==> src/rtl/xz_sanitizer.sv <==
// xz_sanitizer: single-stage valid/ready register that scrubs X/Z bits from
// 4-state upstream data, reports where they were, counts flagged beats and
// optionally halts intake until software acknowledges with clr_err.
module xz_sanitizer #(
    parameter int   WIDTH      = 32,
    parameter logic FILL       = 1'b0,
    parameter int   STOP_ON_XZ = 1,
    parameter int   CNT_W      = 16
) (
    input  logic             clk,
    input  logic             rst,
    input  logic             in_valid,
    output logic             in_ready,
    input  logic [WIDTH-1:0] in_data,
    output logic             out_valid,
    input  logic             out_ready,
    output bit   [WIDTH-1:0] out_data,
    output logic [WIDTH-1:0] out_xz_mask,
    output logic             out_xz_flag,
    input  logic             clr_err,
    output logic             err_sticky,
    output logic [CNT_W-1:0] xz_count,
    output logic             halted
);

    typedef enum logic {RUN = 1'b0, HALT = 1'b1} state_t;

    state_t           state;
    state_t           state_nxt;
    logic             in_valid_ok;
    logic             out_ready_ok;
    logic             clr_ok;
    logic             accept;
    logic             accept_xz;
    logic [WIDTH-1:0] beat_mask;
    bit   [WIDTH-1:0] beat_clean;

    // Unknown handshake/control inputs are treated as deasserted.
    assign in_valid_ok  = (in_valid === 1'b1);
    assign out_ready_ok = (out_ready === 1'b1);
    assign clr_ok       = (clr_err === 1'b1);

    assign in_ready  = (!out_valid || out_ready_ok) && (state == RUN) && !rst;
    assign accept    = in_valid_ok && in_ready;
    assign accept_xz = accept && (|beat_mask);
    assign halted    = (state == HALT);

    // Per-bit classification: known bits pass through, X/Z bits become FILL.
    always_comb begin
        beat_mask  = '0;
        beat_clean = '0;
        for (int i = 0; i < WIDTH; i++) begin
            if ((in_data[i] === 1'b0) || (in_data[i] === 1'b1)) begin
                beat_clean[i] = in_data[i];
                beat_mask[i]  = 1'b0;
            end else begin
                beat_clean[i] = FILL;
                beat_mask[i]  = 1'b1;
            end
        end
    end

    // Output register: load on accept, drop valid when drained without refill.
    always_ff @(posedge clk or posedge rst) begin
        if (rst) begin
            out_valid   <= 1'b0;
            out_data    <= '0;
            out_xz_mask <= '0;
            out_xz_flag <= 1'b0;
        end else if (accept) begin
            out_valid   <= 1'b1;
            out_data    <= beat_clean;
            out_xz_mask <= beat_mask;
            out_xz_flag <= |beat_mask;
        end else if (out_ready_ok) begin
            out_valid   <= 1'b0;
        end
    end

    // Saturating count of accepted beats that carried any X/Z bit.
    always_ff @(posedge clk or posedge rst) begin
        if (rst) begin
            xz_count <= '0;
        end else if (accept_xz && (xz_count != {CNT_W{1'b1}})) begin
            xz_count <= xz_count + {{(CNT_W-1){1'b0}}, 1'b1};
        end
    end

    // Sticky error: a new flagged beat outranks a simultaneous clear.
    always_ff @(posedge clk or posedge rst) begin
        if (rst) begin
            err_sticky <= 1'b0;
        end else if (accept_xz) begin
            err_sticky <= 1'b1;
        end else if (clr_ok) begin
            err_sticky <= 1'b0;
        end
    end

    // FSM state register.
    always_ff @(posedge clk or posedge rst) begin
        if (rst) begin
            state <= RUN;
        end else begin
            state <= state_nxt;
        end
    end

    // FSM next state: halt on a flagged beat (if enabled), resume on clr_err.
    always_comb begin
        state_nxt = state;
        case (state)
            RUN: begin
                if (accept_xz && (STOP_ON_XZ != 0)) begin
                    state_nxt = HALT;
                end
            end
            HALT: begin
                if (clr_ok) begin
                    state_nxt = RUN;
                end
            end
            default: state_nxt = RUN;
        endcase
    end

endmodule

==> config.mk <==
export PLATFORM = sky130hd
export DESIGN_NAME = xz_sanitizer
export DESIGN_NICKNAME = d
export VERILOG_FILES = /design/src/rtl/xz_sanitizer.sv
export SDC_FILE = /design/constraint.sdc
export NUM_CORES = 1
export LEC_CHECK = 0
export ABC_AREA = 1
export CAP_MARGIN = 20
export CORE_ASPECT_RATIO = 0.6
export CORE_MARGIN = 4
export CORE_UTILIZATION = 32
export CTS_CLUSTER_DIAMETER = 200
export DETAILED_ROUTE_END_ITERATION = 8
export PLACE_DENSITY = 0.74
export SETUP_SLACK_MARGIN = 0.1
export SLEW_MARGIN = 20
export SYNTH_ARGS = -nofsm -noshare
export SYNTH_HDL_FRONTEND = slang
export SYNTH_SLANG_ARGS = --single-unit
==> constraint.sdc <==
create_clock -name clk -period 0.9 [get_ports clk]
set_input_delay 0.18 -clock clk [delete_from_list [all_inputs] [get_ports clk]]
set_output_delay 0.18 -clock clk [all_outputs]
set_load 0.02 [all_outputs]
; Word level (Yosys, flattened, before mapping)
; Index checks and enable logic that the tools add are counted.
; Widths: inputs -> output; s select.
[word_totals]
mem_bits_rw = 0
mem_count = 0
in_bits = 37
latchBits = 0
reg_bits = 84
mem_bits_ro = 0
[classes]
n_addsub = 1
n_reduce_logical = 43
shifts = 0
n_div = 0
n_bitwise = 1
muxes = 71
mul = 0
eq_ne = 68
magnitude_cmp = 0
[ops]
columns = operator, n
row1 = $mux 1, 70
row2 = $eqx 1x1->1 const B, 67
row3 = $logic_or 1x1->1, 33
row4 = $reduce_or 32->1, 1
row5 = $add 16x1->16 const B, 1
row6 = $ne 16x16->1 const B, 1
row7 = $logic_and 1x1->1, 5
row8 = $reduce_bool 2->1, 2
row9 = $logic_not 1->1, 2
row10 = $pmux 1 s2, 1
row11 = $not 1->1, 1

; Logic depth before layout (Yosys ltp)
; Gate-level depths: netlist of run 1.
[logic_depth]
ltp_word = 8
depth_mapped = 6

; Worst setup path after synthesis of run 1
; OpenSTA, ideal clock, no wires.
[synth_timing]
path_kind = flip-flop to output port
startpoint = reg out_valid
endpoint = out in_ready
t_required_ps = 720
path_buffers = 1
setup_slack_ps = -430
arrival_ps = 1150
path_stages_with_launch = 5
cell_sequence = dfrtp_1 nand2_2 buf_2 nand2_1 nor2_1
[synth_between]
elab_chain_len = 4
[synth_rtl]
columns = item, line
row1 = start: declaration, 15  ; output logic out_valid,
row2 = start signal: assignment, 66  ; out_valid <= 1'b0;
row3 = start signal: assignment, 71  ; out_valid <= 1'b1;
row4 = start signal: assignment, 76  ; out_valid <= 1'b0;
row5 = $logic_not 1->1, 43  ; assign in_ready = (!out_valid || out_ready_ok) && (state == RUN) && !rst;
row6 = $logic_or 1x1->1, 43
row7 = $logic_and 1x1->1 (2 in series), 43
row8 = end: declaration, 13  ; output logic in_ready,
; Every way passes these cells.

; Worst setup path in the final report of run 1
[layout_timing]
startpoint = reg state (netlist: halted)
endpoint = reg out_data[31]
[layout_between]
elab_chain_len = 4
[layout_rtl]
columns = item, line
row1 = start: declaration, 28  ; state_t state;
row2 = start signal: assignment, 105  ; state <= state_nxt;
row3 = $not 1->1, n/a
row4 = $logic_and 1x1->1 (2 in series), 43
row5 = $logic_and 1x1->1, 44  ; assign accept = in_valid_ok && in_ready;
row6 = end signal: assignment, 72  ; out_data <= beat_clean;
row7 = end: declaration, 17  ; output bit [WIDTH-1:0] out_data,
; Every way passes these cells.
; A chain may end at the register's enable or synchronous reset.

==> results.sh, run 1 <==
export IMPL_post_route_min_period_ns=1.246
export IMPL_rr_worst_depth=6
export IMPL_core_sq_um=5280
export IMPL_hold_path_class="in2async"
export IMPL_crit_family="simple AND/OR/NAND/NOR gates"
export IMPL_ys_warn_count=0
export IMPL_rsz0062_at_grt="yes"
export IMPL_drcViolationCount=0
export IMPL_crit_fanout=13
export IMPL_ant_nets=0
export IMPL_worst_setup_path_end_kind="register"
export IMPL_ys_flop_type="dfrtp_1"
export IMPL_place_ws_ns=-0.8222
export IMPL_hpwl_mm=3.619
export IMPL_ios=122
export IMPL_violations="negative setup slack"
export IMPL_synth_seq_cells=34
export IMPL_setup_viol=68
export IMPL_internal_power_uw=3374
export IMPL_p_per_area_nw_per_um2=1769
export IMPL_cts_buffer_depth=2
export IMPL_clkPwrFrac_pct=22.5
export IMPL_total_power_uw=5105
export IMPL_timing_fmax_mhz=802.8
export IMPL_syn_area_per_cell_sq_um=8.936
export IMPL_cts_tree="built"
export IMPL_required_ns=1.07
export IMPL_synth_edf_count=0
export IMPL_slowest_stage="dfrtp_2"
export IMPL_p_sw_share_pct=33.91
export IMPL_fp_dieH_microns=66.47
export IMPL_worstPathArrival_ns=1.41
export IMPL_die_w_microns=105.4
export IMPL_status="finished, violations left"
export IMPL_wl_per_cell_microns=13.49
export IMPL_syn2layout_area_growth_pct=58.34
export IMPL_via_count=1586
export IMPL_finalHoldViolations=0
export IMPL_synthesis_area_sq_um=1823
export IMPL_viasPerCell=4.163
export IMPL_synth_cell_types=12
export IMPL_dr_pass1_iters=4
export IMPL_antenna_found_initial=0
export IMPL_diodes=0
export IMPL_htree_levels=2
export IMPL_power_switching_uw=1731
export IMPL_cp_start_kind="register"
export IMPL_yosysMostFrequentCell="nand2_1"
export IMPL_grtUsageTotal_pct=14.49
export IMPL_peakVddDrop_mv=0.6701
export IMPL_fin_crit_sh_pct=138.4
export IMPL_clkTransAtPathRegs_ns=0.07
export IMPL_layout_nets=340
export IMPL_power_leakage_uw=0.001510
export IMPL_yosys_area_top_type="dfrtp_1"
export IMPL_path_cells="buf_6 > nor2_4 > nand3_4 > buf_8 > nand2_1 > nand2_1"
export IMPL_max_cap_viol_count=0
export IMPL_grt_pass1_wl_mm=7.845
export IMPL_cts_sinks=34
export IMPL_synth_top_cell_area_share_pct=46.67
export IMPL_clk_latency_ns=0.28
export IMPL_slew_violations=0
export IMPL_numCtsBuffers=5
export IMPL_ys_seq_area_share_pct=46.67
export IMPL_io_buffers=71
export IMPL_hold_buffers=0
export IMPL_ys_top_cells_by_count="nand2_1, buf_4, dfrtp_1, nand4_1, buf_2"
export IMPL_dieArea_sq_um=7008
export IMPL_regArea_sq_um=853.3
export IMPL_fin_skew_ns=0.008015
export IMPL_synthArstFlopShare_pct=100.0
export IMPL_critical_path_buf_inv_count=2
export IMPL_overflow=0
export IMPL_synthCells=204
export IMPL_drtIter0Drc=63
export IMPL_multi_input_area_sq_um=720.7
export IMPL_seqPwrFrac_pct=38.7
export IMPL_grt_max_degree=22
export IMPL_gp_congestion=0.7083
export IMPL_cts_root_buffer="clkbuf_8"
export IMPL_rows=20
export IMPL_cp_common_cell="nand2_1"
export IMPL_p_comb_share_pct=38.8
export IMPL_setup_ws_ns=-0.3457
export IMPL_first_global_vias=1538
export IMPL_n_fill_cell=486
export IMPL_synthTopCellsByArea="dfrtp_1, buf_4, nand2_1"
export IMPL_start_util_pct=34.53
export IMPL_drive_above_1_share_pct=30.59
export IMPL_drt_wl_total_mm=5.140
export IMPL_worstSetupPathType="reg2reg"
export IMPL_cp_slowest_stage_delay_ns=0.41
export IMPL_cp_depth=6
cell families (layout without fill, tap and decap cells):
| family | Yosys count | in the layout | synth area share, % |
|---|---|---|---|
| DFF | 34 | 34 | 46.67 |
| buffers and inverters | 66 | 117 | 26.22 |
| other | 1 | 50 | 0.2057 |
| and+or+nand+nor | 103 | 103 | 26.91 |
worst paths after layout:
kind                                    from            to  slack (ns)
worst max register to register        halted  out_data[31]       -0.35
worst min register to register  out_data[18]  out_data[18]        0.50
max in group asynchronous                rst     out_valid        0.49
min in group clk                     clr_err        halted        0.43
worst max-delay path                  halted  out_data[31]       -0.35
worst min-delay path                     rst   out_data[5]        0.24
per-stage QoR:
stage	hold WS (ns)	setup TNS [ns]	util [%]	cell area, sq um	cells
detailed placement	0.4591	-34.63	47.32	2499	352
global placement	0.4552	-33.39	47.32	2499	352
floorplan	0.1208	-6.700	-	2034	253
CTS	0.2359	-14.82	52.56	2775	369
global route	0.2528	-18.18	54.67	2887	381
finish	0.2417	-14.38	54.67	2887	381
registers in the layout, summed over array words and instances (netlist names):
| register | count |
|---|---|
| halted | 1 |
| out_valid | 1 |
| out_data | 32 |
cell usage in the layout (no fill, tap or decap), types with 3 or more instances in the layout:
master / count
buf_12: 3
buf_4: 25
buf_6: 37
buf_8: 3
clkbuf_8: 6
clkdlybuf4s50_1: 35
conb_1: 50
dfrtp_1: 32
nand2_1: 56
nand2_2: 9
nand4_1: 32
layer usage:
layer / wire, microns / track usage [%] / up-vias
li1: - / - / 760
met4: 29 / 3.928 / 0
met5: 0 / 0 / -
met2: 2361 / 21.98 / 71
met3: 506 / 6.292 / 5
met1: 2243 / 18.85 / 750
layout make-up:
cell class	count	area share, %
Tap cell	77	3.338
Sequential cell	34	29.56
Timing Repair Buffer	106	38.45
Inverter	3	0.5202
Clock buffer	7	2.991
Clock inverter	1	0.1734
Multi-Input combinational cell	153	24.97
worst reg2reg max path: stages (launching register included):
cell     delay [ns]
dfrtp_2        0.41
buf_6          0.12
nor2_4         0.18
nand3_4        0.13
buf_8          0.17
nand2_1        0.07
nand2_1        0.05
power groups by stage:
stage	clock network [uW]	registers, uW	logic [uW]
floorplan	0	2250	712
global placement	0	1940	1640
detailed placement	0	1940	1670
CTS	1200	1970	1860
global route	1280	2000	2120
finish	1150	1980	1980
what timing repair did:
| item | 4_1_cts | 5_1_grt |
|---|---|---|
| endpoints found under the setup margin | 68 | 69 |
| setup buffers | 8 | 12 |
| gates cloned | 1 | 0 |
| pin swaps | 4 | 1 |
| resized for setup | 221 | 7 |
Note: power is estimated with default switching activity, not from simulation.
==> run 2: changes to the inputs <==
--- a/config.mk
+++ b/config.mk
@@ -8,11 +8,11 @@
 export ABC_AREA = 1
 export CAP_MARGIN = 20
 export CORE_ASPECT_RATIO = 0.6
-export CORE_MARGIN = 4
 export CORE_UTILIZATION = 32
 export CTS_CLUSTER_DIAMETER = 200
 export DETAILED_ROUTE_END_ITERATION = 8
 export PLACE_DENSITY = 0.74
+export REMOVE_ABC_BUFFERS = 1
 export SETUP_SLACK_MARGIN = 0.1
 export SLEW_MARGIN = 20
 export SYNTH_ARGS = -nofsm -noshare
==> run 2 against run 1 <==
Total power decreased by 2.8%. First-iteration DRC count down 54%. The flow still finishes with violations (negative setup slack). Cell area fell by 3.4%. Register-to-register slack better by 0.02 ns. Critical path depth is 2 lower. Sequential cell count did not move. Highest routed layer unchanged. Largest cell class unchanged.
==> results.sh, run 2 (synthesis results as in run 1) <==
export IMPL_status="finished, violations left"
export IMPL_violations="negative setup slack"
export IMPL_mostFrequentLayoutCell="nand2_1"
export IMPL_start_util_pct=34.53
export IMPL_top_usage_layer="met2"
export IMPL_setup_viol=68
export IMPL_ios=122
export IMPL_dr_pass1_iters=4
export IMPL_internal_power_uw=3326
export IMPL_worstSetupPathType="reg2out"
export IMPL_hold_buffers=0
export IMPL_drtIter0Drc=29
export IMPL_drt_wl_total_mm=4.244
export IMPL_cts_buffer_depth=2
export IMPL_hpwl_mm=3.062
export IMPL_layout_nets=337
export IMPL_fin_crit_sh_pct=140.5
export IMPL_clk_latency_ns=0.27
export IMPL_required_ns=0.72
export IMPL_rsz0062_at_grt="yes"
export IMPL_grt_pass1_wl_mm=6.575
export IMPL_drive_above_1_share_pct=26.76
export IMPL_finalHoldViolations=0
export IMPL_p_sw_share_pct=32.98
export IMPL_htree_levels=2
export IMPL_dpl_cell_area_sq_um=2510
export IMPL_p_per_area_nw_per_um2=1779
export IMPL_die_w_microns=99.44
export IMPL_core_sq_um=5280
export IMPL_drcViolationCount=0
export IMPL_final_cell_mix="nand2_1, conb_1, buf_6"
export IMPL_met3_usage_pct=5.069
export IMPL_met1_usage_pct=18.76
export IMPL_worst_setup_path_end_kind="primary output"
export IMPL_wl_per_cell_microns=11.29
export IMPL_clkTransAtPathRegs_ns=0.06
export IMPL_dieArea_sq_um=6013
export IMPL_stdcell_area_sq_um=2789
export IMPL_peakVddDrop_mv=0.6154
export IMPL_largest_reg_flops=32
export IMPL_fin_skew_ns=0.003611
export IMPL_hold_path_class="in2reg"
export IMPL_p_comb_share_pct=38.6
export IMPL_place_ws_ns=-0.7765
export IMPL_via_count=1537
export IMPL_viasPerCell=4.088
export IMPL_power_switching_uw=1637
export IMPL_cts_tree="built"
export IMPL_total_power_uw=4963
export IMPL_ant_nets=0
export IMPL_slew_violations=0
export IMPL_worstPathArrival_ns=1.08
export IMPL_fp_dieH_microns=60.47
export IMPL_top_register="out_data"
export IMPL_crit_fanout=2
export IMPL_post_route_min_period_ns=1.264
export IMPL_io_buffers=71
export IMPL_first_global_vias=1400
export IMPL_gp_congestion=0.6721
export IMPL_diodes=0
export IMPL_seqPwrFrac_pct=39.5
export IMPL_whs_ns=0.4318
export IMPL_clkPwrFrac_pct=21.9
export IMPL_utilization_pct=52.82
export IMPL_max_cap_viol_count=0
export IMPL_cts_sinks=34
export IMPL_cts_root_buffer="clkbuf_8"
export IMPL_numCtsBuffers=5
export IMPL_antenna_found_initial=0
export IMPL_overflow=0
export IMPL_power_leakage_uw=0.001474
export IMPL_setup_ws_ns=-0.3642
export IMPL_timing_fmax_mhz=791.0
export IMPL_grtUsageTotal_pct=14.36
export IMPL_syn2layout_area_growth_pct=52.99
export IMPL_rows=20
export IMPL_grt_max_degree=35
export IMPL_cp_start_kind="register"
export IMPL_use_met2_pct=23.12
==> run 2: timing repair <==
action | CTS | global route
setup endpoints to repair | 68 | 68
setup buffers | 9 | 8
pin swaps | 1 | 2
gates resized for setup | 212 | 7
==> run 2: cell type report <==
class	count	area [sq um]
well taps	77	96.34
flip-flops and latches	34	850.8
repair buffers	103	1060
clock buffers	6	82.58
fillers	492	2491
inverters	3	11.26
multi-input cells	153	688.2
==> run 2: worst max-delay path, stage by stage (launching register included) <==
cell and delay (ns):
dfrtp_1 0.39, nand2_2 0.13, nand2_2 0.06, nor2_2 0.11, buf_6 0.12
==> run 2: worst paths after layout <==
kind,from,end,slack [ns],depth (start not counted)
worst min-delay path,clr_err,halted,0.43,2
worst min register to register,out_data[24],out_data[24],0.50,2
min in group asynchronous,rst,out_data[18],0.49,4
max in group asynchronous,rst,out_data[2],0.27,4
worst max-delay path,out_valid,in_ready,-0.36,4
worst max register to register,out_valid,out_data[19],-0.33,6
==> run 2: routing by layer <==
layer / part of all wire, % / wire length, microns
met4: 0.61 / 26
met2: 46 / 1941
met3: 8.0 / 339
met1: 46 / 1937
met5: 0 / 0
==> run 2: power groups by stage <==
stage | combinational, uW | clock (uW) | sequential, uW
finish | 1910 | 1090 | 1960
global route | 2060 | 1210 | 1990
CTS | 1820 | 1130 | 1960
detailed placement | 1670 | 0 | 1940
global placement | 1650 | 0 | 1940
floorplan | 474 | 0 | 2240
==> run 2: stage by stage <==
stage	cells	TNS (ns)
final	376	-13.75
after global routing	376	-17.71
after CTS	368	-13.67
after detailed placement	353	-33.33
after global placement	353	-32.49
after floorplan	190	-22.63
==> run 3: changes to the inputs <==
--- a/config.mk
+++ b/config.mk
@@ -11,6 +11,7 @@
 export CORE_UTILIZATION = 32
 export CTS_CLUSTER_DIAMETER = 200
 export DETAILED_ROUTE_END_ITERATION = 8
+export MAX_ROUTING_LAYER = met4
 export PLACE_DENSITY = 0.74
 export REMOVE_ABC_BUFFERS = 1
 export SETUP_SLACK_MARGIN = 0.1
==> run 3 against run 2 <==
The run still ends with negative setup slack left. Worst setup slack barely moved. Via count unchanged. Critical endpoint unchanged. Worst hold slack about the same. Sequential share of layout area stayed put.
==> results.sh, run 3 (synthesis results as in run 1) <==
export IMPL_fin_skew_ns=0.003612
export IMPL_overflow=0
export IMPL_rr_worst_depth=6
export IMPL_required_ns=0.72
export IMPL_clkTransAtPathRegs_ns=0.06
export IMPL_cts_root_buffer="clkbuf_8"
export IMPL_cts_tree="built"
export IMPL_max_cap_viol_count=0
export IMPL_violations="negative setup slack"
export IMPL_post_route_min_period_ns=1.264
export IMPL_diodes=0
export IMPL_numCtsBuffers=5
export IMPL_largest_reg_flops=32
export IMPL_drt_wl_total_mm=4.242
export IMPL_cts_buffer_depth=2
export IMPL_clk_latency_ns=0.27
export IMPL_multi_input_area_sq_um=688.2
export IMPL_place_ws_ns=-0.7765
export IMPL_htree_levels=2
export IMPL_total_power_uw=4963
export IMPL_drcViolationCount=0
export IMPL_cp_start_kind="register"
export IMPL_dpl_cell_area_sq_um=2510
export IMPL_worstPathArrival_ns=1.08
export IMPL_cts_sinks=34
export IMPL_gp_congestion=0.6787
export IMPL_drtIter0Drc=29
export IMPL_rows=20
export IMPL_status="finished, violations left"
export IMPL_io_buffers=71
export IMPL_final_cell_mix="nand2_1, conb_1, buf_6"
export IMPL_regArea_sq_um=850.8
export IMPL_core_sq_um=5280
export IMPL_worstSetupPathType="reg2out"
export IMPL_min_path_cells=2
export IMPL_syn2layout_area_growth_pct=52.99
export IMPL_ios=122
export IMPL_whs_ns=0.4317
export IMPL_cp_endpoint="in_ready"
export IMPL_grtUsageTotal_pct=14.83
export IMPL_r2r_setup_slack_ns=-0.33
export IMPL_via_count=1537
export IMPL_first_global_vias=1401
export IMPL_timing_fmax_mhz=791.0
export IMPL_mostFrequentLayoutCell="nand2_1"
export IMPL_hpwl_mm=3.062
export IMPL_crit_fanout=2
export IMPL_n_fill_cell=492
export IMPL_r2r_start="out_valid"
export IMPL_wl_per_cell_microns=11.28
export IMPL_setup_viol=68
export IMPL_finalHoldViolations=0
export IMPL_utilization_pct=52.82
export IMPL_hold_path_class="in2reg"
export IMPL_top_register="out_data"
export IMPL_grt_max_degree=35
export IMPL_r2r_end="out_data[19]"
export IMPL_setup_worst_path_start="out_valid"
export IMPL_rsz0062_at_grt="yes"
export IMPL_p_per_area_nw_per_um2=1780
export IMPL_fin_crit_sh_pct=140.5
export IMPL_power_leakage_uw=0.001474
export IMPL_setup_ws_ns=-0.3643
export IMPL_stdcell_area_sq_um=2789
export IMPL_layout_nets=337
export IMPL_start_util_pct=34.53
export IMPL_die_w_microns=99.44
export IMPL_peakVddDrop_mv=0.6155
export IMPL_grt_pass1_wl_mm=6.575
export IMPL_dr_pass1_iters=4
export IMPL_dieArea_sq_um=6013
export IMPL_ant_nets=0
export IMPL_fp_dieH_microns=60.47
export IMPL_drive_above_1_share_pct=26.76
export IMPL_viasPerCell=4.088
export IMPL_slew_violations=0
export IMPL_antenna_found_initial=0
export IMPL_worst_setup_path_end_kind="primary output"
==> run 3: cell counts in the layout (fill, tap and decap cells not counted) <==
No cell type changed its count.
==> run 3: worst min-delay path by stage <==
stage | from | endpoint | slack (ns)
3_5_place_dp | out_data[21] | out_data[21] | 0.46
4_1_cts | clr_err | halted | 0.42
5_1_grt | clr_err | halted | 0.43
6_report | clr_err | halted | 0.43
3_3_place_gp | out_data[19] | out_data[19] | 0.45
2_1_floorplan | clr_err | halted | 0.25
==> run 3: area by class of cell <==
type	count	share of cell area, %
timing repair buffer	103	38.00
sequential	34	30.51
multi-input combinational	153	24.67
tap	77	3.454
clock buffer	6	2.961
inverter	3	0.4038
==> run 3: through the flow <==
step | std cells | TNS, ns
floorplan | 190 | -22.63
detailed placement | 353 | -33.33
global placement | 353 | -32.49
CTS | 368 | -13.67
finish | 376 | -13.76
global route | 376 | -17.71
==> run 3: power by group <==
group / leakage (uW) / switching, uW / internal (uW)
Clock: 0.0000431 / 500 / 589
Sequential: 0.000423 / 181 / 1780
Combinational: 0.00101 / 956 / 958
Total: 0.00147 / 1640 / 3330
==> run 3: routing by layer <==
layer | vias up | track usage (%) | share of wire (%)
met4 | 0 | 3.782 | 0.61
met3 | 5 | 4.954 | 8.0
met5 | - | - | 0
met2 | 55 | 23.12 | 46
met1 | 721 | 18.76 | 46
li1 | 756 | - | -
==> run 3: repair_timing <==
item,in CTS,in global routing
hold buffers,0,0
gates resized for setup,212,7
pin swaps,1,2
endpoints found under the setup margin,68,68
buffers inserted,9,8
==> run 3: worst max-delay path, cell delays in order, from the launching register on <==
cell	delay [ns]
dfrtp_1	0.39
nand2_2	0.13
nand2_2	0.06
nor2_2	0.11
buf_6	0.12
